[src/rtl/model_lstm_buffer_pkg.sv]
// Shared types and defaults for the LSTM hidden-state capture/replay buffer.
// Holds the FSM state encoding and the vector-length validity rule.
package model_lstm_buffer_pkg;

    localparam int L_MAX_DEF     = 64;
    localparam int ADDR_SIZE_DEF = 6;

    typedef enum logic [1:0] {
        IDLE    = 2'd0,
        CAPTURE = 2'd1,
        STORED  = 2'd2,
        REPLAY  = 2'd3
    } state_t;

    // A vector length is usable when it is non-zero and fits the store; any
    // stray upper bit makes the value exceed l_max and so fails too.
    function automatic logic size_valid(input logic [63:0] size, input int unsigned l_max);
        return (size != 64'd0) && (size <= 64'(l_max));
    endfunction

endpackage

[src/rtl/model_lstm_buffer_ram.sv]
// Vector store: one write port, one read port, read data registered (1 cycle).
// No backpressure; rd_dat holds its value between reads and clears on reset.
module model_lstm_buffer_ram #(
    parameter int DATA_SIZE = 64,
    parameter int DEPTH     = 64,
    parameter int ADDR_SIZE = 6
) (
    input  logic                 core_clk,
    input  logic                 rst_n,
    input  logic                 wr_vld,
    input  logic [ADDR_SIZE-1:0] wr_addr,
    input  logic [DATA_SIZE-1:0] wr_dat,
    input  logic                 rd_vld,
    input  logic [ADDR_SIZE-1:0] rd_addr,
    output logic [DATA_SIZE-1:0] rd_dat
);

    logic [DATA_SIZE-1:0] mem [DEPTH];

    // Array contents are deliberately left out of reset.
    always_ff @(posedge core_clk) begin
        if (wr_vld) begin
            mem[wr_addr] <= wr_dat;
        end
    end

    always_ff @(posedge core_clk) begin
        if (!rst_n) begin
            rd_dat <= '0;
        end else if (rd_vld) begin
            rd_dat <= mem[rd_addr];
        end
    end

endmodule

[src/rtl/model_convolutional_lstm_hidden_buffer.sv]
// Captures the serial H_OUT stream into a vector store and replays it as H_IN.
// Replay latency 1 cycle, 1 element/cycle; no backpressure, misuse raises sticky flags.
module model_convolutional_lstm_hidden_buffer
    import model_lstm_buffer_pkg::*;
#(
    parameter int DATA_SIZE    = 64,
    parameter int CONTROL_SIZE = 4,
    parameter int L_MAX        = L_MAX_DEF,
    parameter int ADDR_SIZE    = ADDR_SIZE_DEF
) (
    input  logic                 CLK,
    input  logic                 RST,
    input  logic [DATA_SIZE-1:0] SIZE_L_IN,
    input  logic                 CAPTURE_START,
    input  logic [DATA_SIZE-1:0] H_OUT,
    input  logic                 H_OUT_ENABLE,
    input  logic                 REPLAY_START,
    input  logic                 H_IN_REQUEST,
    output logic [DATA_SIZE-1:0] H_IN,
    output logic                 H_IN_ENABLE,
    output logic                 CAPTURED,
    output logic                 BUSY,
    output logic [ADDR_SIZE:0]   COUNT,
    output logic                 SIZE_ERROR,
    output logic                 OVERFLOW,
    output logic                 UNDERRUN
);

    localparam logic [ADDR_SIZE:0] CNT_ONE = (ADDR_SIZE + 1)'(1);

    state_t               state;
    logic [ADDR_SIZE:0]   vec_len;
    logic                 size_ok;
    logic                 start_ok;
    logic                 start_bad;
    logic                 last_elem;
    logic                 wr_vld;
    logic                 rd_vld;
    logic [ADDR_SIZE-1:0] elem_addr;

    // COUNT doubles as the element index: both clear and advance together.
    always_comb begin
        size_ok   = size_valid(64'(SIZE_L_IN), L_MAX);
        start_ok  = CAPTURE_START && size_ok;
        start_bad = CAPTURE_START && !size_ok;
        elem_addr = COUNT[ADDR_SIZE-1:0];
        last_elem = (COUNT + CNT_ONE) == vec_len;
        wr_vld    = (state == CAPTURE) && H_OUT_ENABLE && !start_ok;
        rd_vld    = (state == REPLAY) && H_IN_REQUEST && !start_ok;
    end

    always_ff @(posedge CLK) begin
        if (!RST) begin
            state       <= IDLE;
            vec_len     <= '0;
            COUNT       <= '0;
            CAPTURED    <= 1'b0;
            BUSY        <= 1'b0;
            H_IN_ENABLE <= 1'b0;
            SIZE_ERROR  <= 1'b0;
            OVERFLOW    <= 1'b0;
            UNDERRUN    <= 1'b0;
        end else begin
            H_IN_ENABLE <= rd_vld;
            if (start_ok) begin
                // An accepted start wins over everything else this cycle.
                state      <= CAPTURE;
                vec_len    <= SIZE_L_IN[ADDR_SIZE:0];
                COUNT      <= '0;
                CAPTURED   <= 1'b0;
                BUSY       <= 1'b1;
                SIZE_ERROR <= 1'b0;
                OVERFLOW   <= 1'b0;
                UNDERRUN   <= 1'b0;
            end else begin
                if (start_bad) begin
                    SIZE_ERROR <= 1'b1;
                end
                if (H_OUT_ENABLE && state != CAPTURE) begin
                    OVERFLOW <= 1'b1;
                end
                if (H_IN_REQUEST && state != REPLAY) begin
                    UNDERRUN <= 1'b1;
                end
                case (state)
                    CAPTURE: begin
                        if (wr_vld) begin
                            COUNT <= COUNT + CNT_ONE;
                            if (last_elem) begin
                                state    <= STORED;
                                CAPTURED <= 1'b1;
                                BUSY     <= 1'b0;
                            end
                        end
                    end
                    STORED: begin
                        if (REPLAY_START) begin
                            state <= REPLAY;
                            COUNT <= '0;
                            BUSY  <= 1'b1;
                        end
                    end
                    REPLAY: begin
                        if (rd_vld) begin
                            COUNT <= COUNT + CNT_ONE;
                            if (last_elem) begin
                                state <= STORED;
                                BUSY  <= 1'b0;
                            end
                        end
                    end
                    default: begin
                    end
                endcase
            end
        end
    end

    model_lstm_buffer_ram #(
        .DATA_SIZE (DATA_SIZE),
        .DEPTH     (L_MAX),
        .ADDR_SIZE (ADDR_SIZE)
    ) u_ram (
        .core_clk (CLK),
        .rst_n    (RST),
        .wr_vld   (wr_vld),
        .wr_addr  (elem_addr),
        .wr_dat   (H_OUT),
        .rd_vld   (rd_vld),
        .rd_addr  (elem_addr),
        .rd_dat   (H_IN)
    );

endmodule

[config.mk]
export PLATFORM = sky130hd
export DESIGN_NAME = model_convolutional_lstm_hidden_buffer
export DESIGN_NICKNAME = d
export VERILOG_FILES = /design/src/rtl/model_lstm_buffer_pkg.sv /design/src/rtl/model_lstm_buffer_ram.sv /design/src/rtl/model_convolutional_lstm_hidden_buffer.sv
export SDC_FILE = /design/constraint.sdc
export NUM_CORES = 2
export LEC_CHECK = 0
export ABC_AREA = 1
export BUFFER_PORTS_ARGS = -buffer_cell sky130_fd_sc_hd__buf_2
export CAP_MARGIN = 10
export CORE_MARGIN = 2
export CORE_UTILIZATION = 35
export DETAILED_ROUTE_END_ITERATION = 12
export PLACE_DENSITY_LB_ADDON = 0.3
export SYNTH_ARGS = -nofsm -noshare
export SYNTH_HDL_FRONTEND = slang
export SYNTH_SLANG_ARGS = --single-unit
[constraint.sdc]
create_clock -name CLK -period 4.34 [get_ports CLK]
set_input_delay 0 -clock CLK [delete_from_list [all_inputs] [get_ports CLK]]
set_output_delay 0 -clock CLK [all_outputs]
set_load 0.005 [all_outputs]
==> metrics <==
Internal=~0.066 W; Filler cells=41987; worst skew pair latency=1.02 ns; DR vias=105488; Pwr per Cell Area=459 nW/µm²; share of cells above drive strength 1=0.0965; First DRT Iteration DRCs=approximately 16000; r2r startpoint=COUNT[1]; R2R depth=15; clock skew=approximately 0.09 ns; fin area=185000 µm²; syn_area_per_cell=13.2 µm²; Die H=680 µm; switching share of power=0.229; final core occ=0.407; largest net degree at the start of global routing=131; Remaining DRCs=0; Switching Power=0.0195 W; Die W=680 µm; synthesized net count=12251; critical path peak fanout=33; drt first pass iters=8; Comb pwr share=0.056; worst hold-check path type=input port to register; unrepaired setup endpoints after global routing=false; grt ovf=0; CTS resizes=0; post-route clock period utilization=0.822; GRT Util Overall=0.244; hold_buf cts=99; Cell Rows=248; HPWL after DPL=295000 µm; min Tclk post-route=around 3.6 ns; clock net sink count=4182; fmax=280 MHz; Final Hold Fails=0; Worst Path Arrival=4.53 ns; Hold Path Stages=2; Leak=~63 nW; Max Cap Viol=0; Worst slew margin=0.106; Req. time, crit path=5.30 ns; H-tree levels=5; worst-margin pin slew=1.34 ns; ys async rst share=0; # setup viols final=0; Post-synth EDFFs=4096; initial antenna violation count=45; register area share after synthesis=0.780; first-pass GRT wire length=between 700000 and 800000 µm; Seq cells post-synth=4182; Placer Congestion=0.811; CTS Buf Count=~420; Antenna Nets Post-Route=0; io pins=211; kind of critical path=register to register; core area=456000 µm²; nets=12664; clock share of power=0.422; CP Capture Type=register; input/output buffers=210; Layout area overhead=15.9%; Hold EP=u_ram.mem[49][35]; reg-to-reg slack, setup=0.77 ns; max-slew violation count=0; Synth cell types=35; cell area after synthesis=around 160000 µm²; status=complete, no violations; Detailed Route WL=582000 µm; placed inst area=roughly 170000 µm²; Total Power=0.0851 W; Vias/cell=5.58; CTS tree=yes; min-delay src=H_OUT[35]; CTS Buffer Depth=4; CTS root buf=clkbuf_16; Yosys Warn Count=0; area of the die=462000 µm²; vias in the first global route=between 90000 and 100k; clk slew on worst S/H paths=roughly 0.070 ns; Peak VDD IR=0.374 mV; wire per inst=30.8 µm; top_reg_cell synth=edfxtp_1; Seq pwr share=0.522; Starting Density=0.351; CP startpoint kind=register; number of setup buffers added after CTS=0; Synth Instances=12116; FF-to-FF End=BUSY
[Yosys cell counts, types with 72 or more instances]
| library cell | instances | area, µm² |
|---|---|---|
| edfxtp_1 | 4096 | 123000 |
| nand2_1 | 3681 | 13800 |
| nand3_1 | 1205 | 6030 |
| nor2_1 | 487 | 1830 |
| nand4_1 | 443 | 2770 |
| a21oi_1 | 427 | 2140 |
| clkbuf_1 | 380 | 1430 |
| a22oi_1 | 287 | 2150 |
| o21ai_0 | 277 | 1390 |
| inv_1 | 247 | 927 |
| buf_2 | 215 | 1080 |
| dfxtp_1 | 86 | 1720 |
| buf_1 | 72 | 270 |
[metrics by stage]
stage               worst slack (ns)  hold slack [ns]  cells  TNS [ns]
floorplan                     -0.462           0.0989  12116  -1691.28
global placement                1.15            0.253  18005         0
detailed placement              1.16            0.261  18005         0
CTS                            0.893           0.0127  18896         0
global route                   0.713           0.0107  18900         0
finish                         0.774           0.0256  18913         0
[state kept, by name (all words and copies together) (netlist names)]
name	cells
state	2
u_ram.rd_dat	64
OVERFLOW	1
COUNT	7
u_ram.mem	4096
vec_len	7
SIZE_ERROR	1
BUSY	1
CAPTURED	1
UNDERRUN	1
H_IN_ENABLE	1
[worst max path at each step]
stage / startpoint / end / depth (start not counted)
after floorplan: COUNT[1] / u_ram.mem[15][0] / 8
after global placement: SIZE_L_IN[2] / u_ram.rd_dat[18] / 13
after detailed placement: COUNT[0] / u_ram.rd_dat[0] / 15
after CTS: COUNT[1] / BUSY / 13
after global routing: COUNT[1] / BUSY / 15
final: COUNT[1] / BUSY / 15
[worst max-delay path: stages (launching register included)]
cell and delay (ns):
dfxtp_4 0.57, buf_4 0.75, nand3_1 0.36, buf_4 0.31
nand2_1 0.08, nand2_1 0.11, nor2_1 0.14, inv_1 0.05
o21ai_1 0.07, nor2_1 0.06, nand3b_1 0.15, nand2_1 0.07
nand2_1 0.06, nor2_1 0.04, nor2_1 0.07, dlygate4sd3_1 0.54
[power by group through the flow]
stage / Sequential [W] / Clock (W) / Combinational, W
after global placement: 0.0453 / 0 / 0.00460
after floorplan: 0.0452 / 0 / 0.00239
after global routing: 0.0444 / 0.0376 / 0.00514
after CTS: 0.0444 / 0.0361 / 0.00474
after detailed placement: 0.0453 / 0 / 0.00462
final: 0.0444 / 0.0359 / 0.00481
[layer usage]
metal	GRT usage	wire length, µm	part of all wire
met5	0.000937	169	0.00029
met1	0.330	230000	0.40
met3	0.0431	56500	0.097
met4	0.0897	23800	0.041
met2	0.393	271000	0.47
[placed cells by master, fill, tap and decap left out, types with 78 or more instances in the layout]
cell,synthesis,layout
clkinv_2,0,78
a21oi_1,427,427
buf_12,0,162
a22oi_1,287,287
buf_4,9,194
nor2_1,487,419
buf_2,215,210
o21ai_0,277,277
nand3_1,1205,1204
dfxtp_1,86,83
inv_1,247,245
nand4_1,443,443
clkinv_1,6,107
clkbuf_16,0,426
nand2_1,3681,3679
dlygate4sd3_1,0,99
edfxtp_1,4096,4096
clkbuf_1,380,105
[logic make-up after synthesis]
family / share of synthesized area
compound gates: 0.0403
xor+xnor: 0.0000548
fa+ha+maj: 0.0000782
buf+inv: 0.0238
flops: 0.780
simple gates: 0.156
[final cells by class]
type | instances | area (µm²) | share of cell area
Multi-Input combinational cell | 6999 | 31900 | 0.172
Timing Repair Buffer | 665 | 6740 | 0.0364
Clock inverter | 243 | 2120 | 0.0114
Clock buffer | 549 | 11300 | 0.0610
Sequential cell | 4182 | 125000 | 0.673
Tap cell | 6000 | 7510 | 0.0405
Inverter | 259 | 1040 | 0.00559
Antenna cell | 16 | 40.0 | 0.000216
Power figures use the tool's default switching activity.
